`config.mk`:
```
export PLATFORM = sky130hd
export DESIGN_NAME = branch_target_buffer
export DESIGN_NICKNAME = d
export VERILOG_FILES = /design/src/rtl/branch_target_buffer.sv
export SDC_FILE = /design/constraint.sdc
export NUM_CORES = 1
export LEC_CHECK = 0
export CORE_MARGIN = 10
export CORE_UTILIZATION = 50
export CTS_BUF_LIST = sky130_fd_sc_hd__clkbuf_2 sky130_fd_sc_hd__clkbuf_4 sky130_fd_sc_hd__clkbuf_8
export CTS_CLUSTER_DIAMETER = 150
export DETAILED_ROUTE_END_ITERATION = 12
export PLACE_DENSITY_LB_ADDON = 0.05
export SYNTH_ARGS = -nofsm -noshare
export SYNTH_HDL_FRONTEND = slang
export SYNTH_SLANG_ARGS = --single-unit
```
`constraint.sdc`:
```
create_clock -name clk -period 2.62 [get_ports clk]
set_input_delay 0.262 -clock clk [delete_from_list [all_inputs] [get_ports clk]]
set_output_delay 0.262 -clock clk [all_outputs]
set_load 0.02 [all_outputs]
```
`src/rtl/branch_target_buffer.sv`:
```
// Direct-mapped branch target buffer with a registered fetch lookup and a one-cycle training pulse.
// Optional macro BTB_BYPASS_EN forwards a same-cycle taken update to a lookup of the same set.
module branch_target_buffer #(
  parameter int ENTRIES = 4,
  parameter int PC_W    = 32
) (
  input  logic            clk,
  input  logic            rst_n,
  input  logic            f_valid,
  input  logic [PC_W-1:0] f_pc,
  output logic            f_out_valid,
  output logic            f_hit,
  output logic [PC_W-1:0] f_target,
  output logic [7:0]      index,
  input  logic            prediction,
  output logic            f_predict_taken,
  input  logic            x_valid,
  input  logic [PC_W-1:0] x_pc,
  input  logic [PC_W-1:0] x_target,
  input  logic            x_predict_res,
  output logic            fb_valid,
  output logic            feedback,
  output logic [7:0]      fb_index
);

  localparam int IDX_W = $clog2(ENTRIES);
  localparam int TAG_W = PC_W - IDX_W - 2;

  logic [ENTRIES-1:0] r_valid;
  logic [TAG_W-1:0]   r_tag [ENTRIES];
  logic [PC_W-1:0]    r_tgt [ENTRIES];

  logic               r_out_valid;
  logic               r_hit;
  logic [PC_W-1:0]    r_ftarget;
  logic [7:0]         r_index;
  logic               r_fb_valid;
  logic               r_feedback;
  logic [7:0]         r_fb_index;

  logic [IDX_W-1:0]   w_fset;
  logic [TAG_W-1:0]   w_ftag;
  logic [IDX_W-1:0]   w_xset;
  logic [TAG_W-1:0]   w_xtag;
  logic               w_xwrite;
  logic               w_xhit;
  logic               w_fhit;
  logic [PC_W-1:0]    w_ftgt;
  logic               w_unused;

  assign w_fset   = f_pc[IDX_W+1:2];
  assign w_ftag   = f_pc[PC_W-1:IDX_W+2];
  assign w_xset   = x_pc[IDX_W+1:2];
  assign w_xtag   = x_pc[PC_W-1:IDX_W+2];
  assign w_xwrite = x_valid & x_predict_res;
  assign w_xhit   = r_valid[w_xset] & (r_tag[w_xset] == w_xtag);
  assign w_unused = ^{f_pc[1:0], x_pc[1:0]};

  always_comb begin
    w_fhit = r_valid[w_fset] & (r_tag[w_fset] == w_ftag);
    w_ftgt = r_tgt[w_fset];
`ifdef BTB_BYPASS_EN
    // A taken update lands in the array at this edge; show it to the lookup now.
    if (w_xwrite && (w_xset == w_fset)) begin
      w_fhit = (w_xtag == w_ftag);
      w_ftgt = x_target;
    end
`endif
  end

  always_ff @(posedge clk or negedge rst_n) begin
    if (!rst_n) begin
      r_valid <= '0;
    end else if (w_xwrite) begin
      r_valid[w_xset] <= 1'b1;
    end
  end

  // Tags and targets are qualified by the valid bits, so they carry no reset.
  always_ff @(posedge clk) begin
    if (w_xwrite) begin
      r_tag[w_xset] <= w_xtag;
      r_tgt[w_xset] <= x_target;
    end
  end

  always_ff @(posedge clk or negedge rst_n) begin
    if (!rst_n) begin
      r_out_valid <= 1'b0;
      r_hit       <= 1'b0;
      r_ftarget   <= '0;
      r_index     <= '0;
    end else if (f_valid) begin
      r_out_valid <= 1'b1;
      r_hit       <= w_fhit;
      r_ftarget   <= w_fhit ? w_ftgt : '0;
      r_index     <= 8'(w_fset);
    end else begin
      r_out_valid <= 1'b0;
      r_hit       <= 1'b0;
      r_ftarget   <= '0;
      r_index     <= '0;
    end
  end

  // Train the counter on every taken update and on not-taken updates that hit.
  always_ff @(posedge clk or negedge rst_n) begin
    if (!rst_n) begin
      r_fb_valid <= 1'b0;
      r_feedback <= 1'b0;
      r_fb_index <= '0;
    end else if (x_valid && (x_predict_res || w_xhit)) begin
      r_fb_valid <= 1'b1;
      r_feedback <= x_predict_res;
      r_fb_index <= 8'(w_xset);
    end else begin
      r_fb_valid <= 1'b0;
      r_feedback <= 1'b0;
      r_fb_index <= '0;
    end
  end

  assign f_out_valid     = r_out_valid;
  assign f_hit           = r_hit;
  assign f_target        = r_ftarget;
  assign index           = r_index;
  assign f_predict_taken = r_out_valid & r_hit & prediction;
  assign fb_valid        = r_fb_valid;
  assign feedback        = r_feedback;
  assign fb_index        = r_fb_index;

endmodule

```
==> results.sh <==
export IMPL_status="finished clean"
export IMPL_synthesis_yosys_warnings=0
export IMPL_wl_microns=26270
export IMPL_clkTransAtPathRegs_ns=0.06
export IMPL_drive_above_1_share_pct=26.01
export IMPL_crit_slowest_cell="mux4_2"
export IMPL_grt_ovfl_total=0
export IMPL_end_kind="flip-flop"
export IMPL_post_cts_setup_buffers=0
export IMPL_maxCapViolCount=0
export IMPL_cp_required_ns=3.10
export IMPL_rsz0062_at_grt="no"
export IMPL_synth_area_sq_um=11700
export IMPL_combPwrFrac_pct=8.3
export IMPL_die_width_microns=173.0
export IMPL_vias=6252
export IMPL_switching_share_pct=21.51
export IMPL_core_area_sq_um=22850
export IMPL_cts_tree="yes"
export IMPL_synth_edf_count=240
export IMPL_ys_flop_type="edfxtp_1"
export IMPL_max_clock_freq_mhz=444.9
export IMPL_setup_viol=0
export IMPL_yosysTopAreaCellShare_pct=61.58
export IMPL_synth_cell_types=37
export IMPL_antenna_left=0
export IMPL_maxSlewViolCount=0
export IMPL_cp_start_kind="flip-flop"
export IMPL_yosys_register_bits=284
export IMPL_syn_to_final_growth_pct=24.77
export IMPL_cts_buffer_depth=3
export IMPL_setup_tns_ns=0
export IMPL_hold_slack_ns=0.2479
export IMPL_period_share_pct=85.78
export IMPL_viasPerCell=5.543
export IMPL_h_tree_depth=2
export IMPL_finalClockSkew_ns=0.01976
export IMPL_grt_start_max_net_pins=50
export IMPL_port_buffer_count=138
export IMPL_crit_family="simple AND/OR/NAND/NOR gates"
export IMPL_crit_chain="mux4_2 -> xnor2_1 -> nand4_1 -> nor4_4 -> buf_12 -> and3_1"
export IMPL_period_needed_ns=2.248
export IMPL_p_per_area_nw_per_um2=668.5
export IMPL_switchingPower_w=0.002099
export IMPL_reg2reg_depth=6
export IMPL_tightestPinTransition_ns=0.6001
export IMPL_clockPowerShare_pct=39.6
export IMPL_fin_cells=1128
export IMPL_critPathKind="reg -> reg"
export IMPL_drcViolationCount=0
export IMPL_ir_drop_v=0.0006090
export IMPL_ys_seq_area_share_pct=70.99
export IMPL_die_area_sq_um=29920
export IMPL_syn_area_per_cell_sq_um=19.97
export IMPL_ios=155
export IMPL_die_height_microns=173.0
export IMPL_dp_hpwl_microns=17140
export IMPL_antenna_cells=0
export IMPL_grt_pass1_wl_microns=40900
export IMPL_antenna_found_initial=0
export IMPL_hold_path_class="in -> reg"
export IMPL_cp_arrival_ns=2.73
export IMPL_grt_pass1_vias=6997
export IMPL_start_util_pct=51.22
export IMPL_critPathMaxStageDelay_ns=0.48
export IMPL_syn_instance_count=586
export IMPL_leakage_nw=5.208
export IMPL_critPathBufInv=1
export IMPL_nets=881
export IMPL_place_gp_congestion=0.7977
export IMPL_whs_path_depth=3
export IMPL_async_flop_share_pct=15.49
export IMPL_finalHoldViolations=0
export IMPL_netlist_top_cells_area="edfxtp_1 62%, mux4_2 15%, dfrtp_1 9.4%"
export IMPL_first_pass_iters=5
export IMPL_row_count=55
export IMPL_clk_insertion_delay_late_ns=0.55
export IMPL_multi_input_area_sq_um=3188
export IMPL_cp_num_cells=6
export IMPL_numPlacedInstances=1042
export IMPL_routedWlPerCell_microns=23.29
export IMPL_seqPwrFrac_pct=52.2
export IMPL_ff_latch_area_sq_um=8308
export IMPL_numCtsBuffers=47
export IMPL_grt_total_usage_pct=17.60
export IMPL_synth_top_area_cell="edfxtp_1"
export IMPL_nFillCells=1679
export IMPL_cts_sinks=284
export IMPL_drtIter0Drc=407
export IMPL_slew_headroom_pct=59.99
export IMPL_root_buffer="clkbuf_8"
export IMPL_crit_path_max_fanout=33
export IMPL_power_internal_w=0.007662
## sequential cells by signal (all words and copies together) (netlist names)
signal       count
f_out_valid      1
f_hit            1
r_valid          4
f_target        32
index            2
fb_valid         1
fb_index         2
r_tgt          128
r_tag          112
feedback         1
## area by class of cell
type,instances,share of cell area [%]
Sequential cell,284,56.90
Multi-Input combinational cell,269,21.83
Timing Repair Buffer,174,11.86
Clock buffer,72,6.144
Tap cell,313,2.682
Clock inverter,13,0.5056
Inverter,3,0.07712
## power groups by stage
stage | sequential [W] | clock (W) | combinational [W]
CTS | 0.00509 | 0.00396 | 0.000820
finish | 0.00509 | 0.00386 | 0.000808
global placement | 0.00517 | 0 | 0.000806
global route | 0.00510 | 0.00420 | 0.000870
floorplan | 0.00517 | 0 | 0.000447
detailed placement | 0.00518 | 0 | 0.000816
## cell usage after synthesis, drive strengths merged, types with 2 or more instances
cell,instances
xnor2,38
mux2i,24
nand2,7
and2,2
o31ai,2
a2bb2oi,2
clkbuf,7
inv,3
nand4,12
edfxtp,240
nor3,4
nand3,6
mux4,78
xor2,17
dfrtp,44
nor2,4
buf,34
a22oi,2
o22ai,2
or2,4
o2bb2ai,3
nor4,2
a21oi,5
and3,36
## cells by family after synthesis
kind of cell	count (synthesis)	share of synthesized area, %
other cells	1	0.03204
buf+inv	44	2.374
flops	284	70.99
compound gates	22	1.379
xor+xnor	55	4.116
simple gates	78	4.041
mux	102	17.06
## cells in the final DEF, fill, tap and decap left out, types with 4 or more instances in the layout
| cell type | synthesis | routed |
|---|---|---|
| dfrtp_1 | 44 | 44 |
| edfxtp_1 | 240 | 240 |
| nand4_1 | 12 | 12 |
| clkinv_2 | 0 | 9 |
| buf_12 | 1 | 8 |
| a21oi_1 | 5 | 5 |
| and3_1 | 36 | 34 |
| clkbuf_8 | 0 | 57 |
| xor2_1 | 17 | 17 |
| clkdlybuf4s50_1 | 0 | 133 |
| mux4_2 | 78 | 78 |
| xnor2_1 | 38 | 38 |
| or2_2 | 4 | 4 |
| buf_2 | 11 | 4 |
| nand2_1 | 7 | 7 |
| conb_1 | 1 | 12 |
| clkbuf_4 | 0 | 15 |
| mux2i_1 | 24 | 24 |
| buf_4 | 12 | 28 |
| nand3_1 | 6 | 6 |
## what timing repair did
action / CTS / global route
hold buffers: 1 / 0
endpoints found under the hold margin: 20 / 0
gates resized for setup: 0 / 0
## layer usage
metal	up-vias	GRT usage (%)	part of all wire (%)
li1	2760	-	-
met1	3273	23.35	43
met2	195	28.72	49
met3	24	4.335	6.3
met4	0	4.240	1.1
met5	-	0	0
## per-stage QoR
stage	power, W	util (%)	instance area [sq um]	setup WS [ns]
finish	0.009761	63.91	14600	0.3725
global route	0.01017	63.91	14600	0.2868
CTS	0.009873	63.91	14600	0.3923
detailed placement	0.005998	59.62	13620	-0.008585
global placement	0.005974	59.62	13620	0.01723
floorplan	0.005622	-	11780	0.02688
## worst register-to-register path, cell delays in order (launching register included)
cell	delay [ns]
edfxtp_1	0.40
mux4_2	0.48
xnor2_1	0.31
nand4_1	0.20
nor4_4	0.34
buf_12	0.23
and3_1	0.21
## worst paths after layout
check                             start           end  slack [ns]
setup / recovery           r_tag[2][10]  f_target[31]        0.37
hold / removal                  f_pc[3]      index[1]        0.25
setup reg to reg           r_tag[2][10]  f_target[31]        0.37
hold reg to reg              r_valid[0]    r_valid[0]        0.51
max in group asynchronous         rst_n   f_out_valid        1.54
min in group asynchronous         rst_n  f_target[10]        0.28
Power figures use the tool's default switching activity.
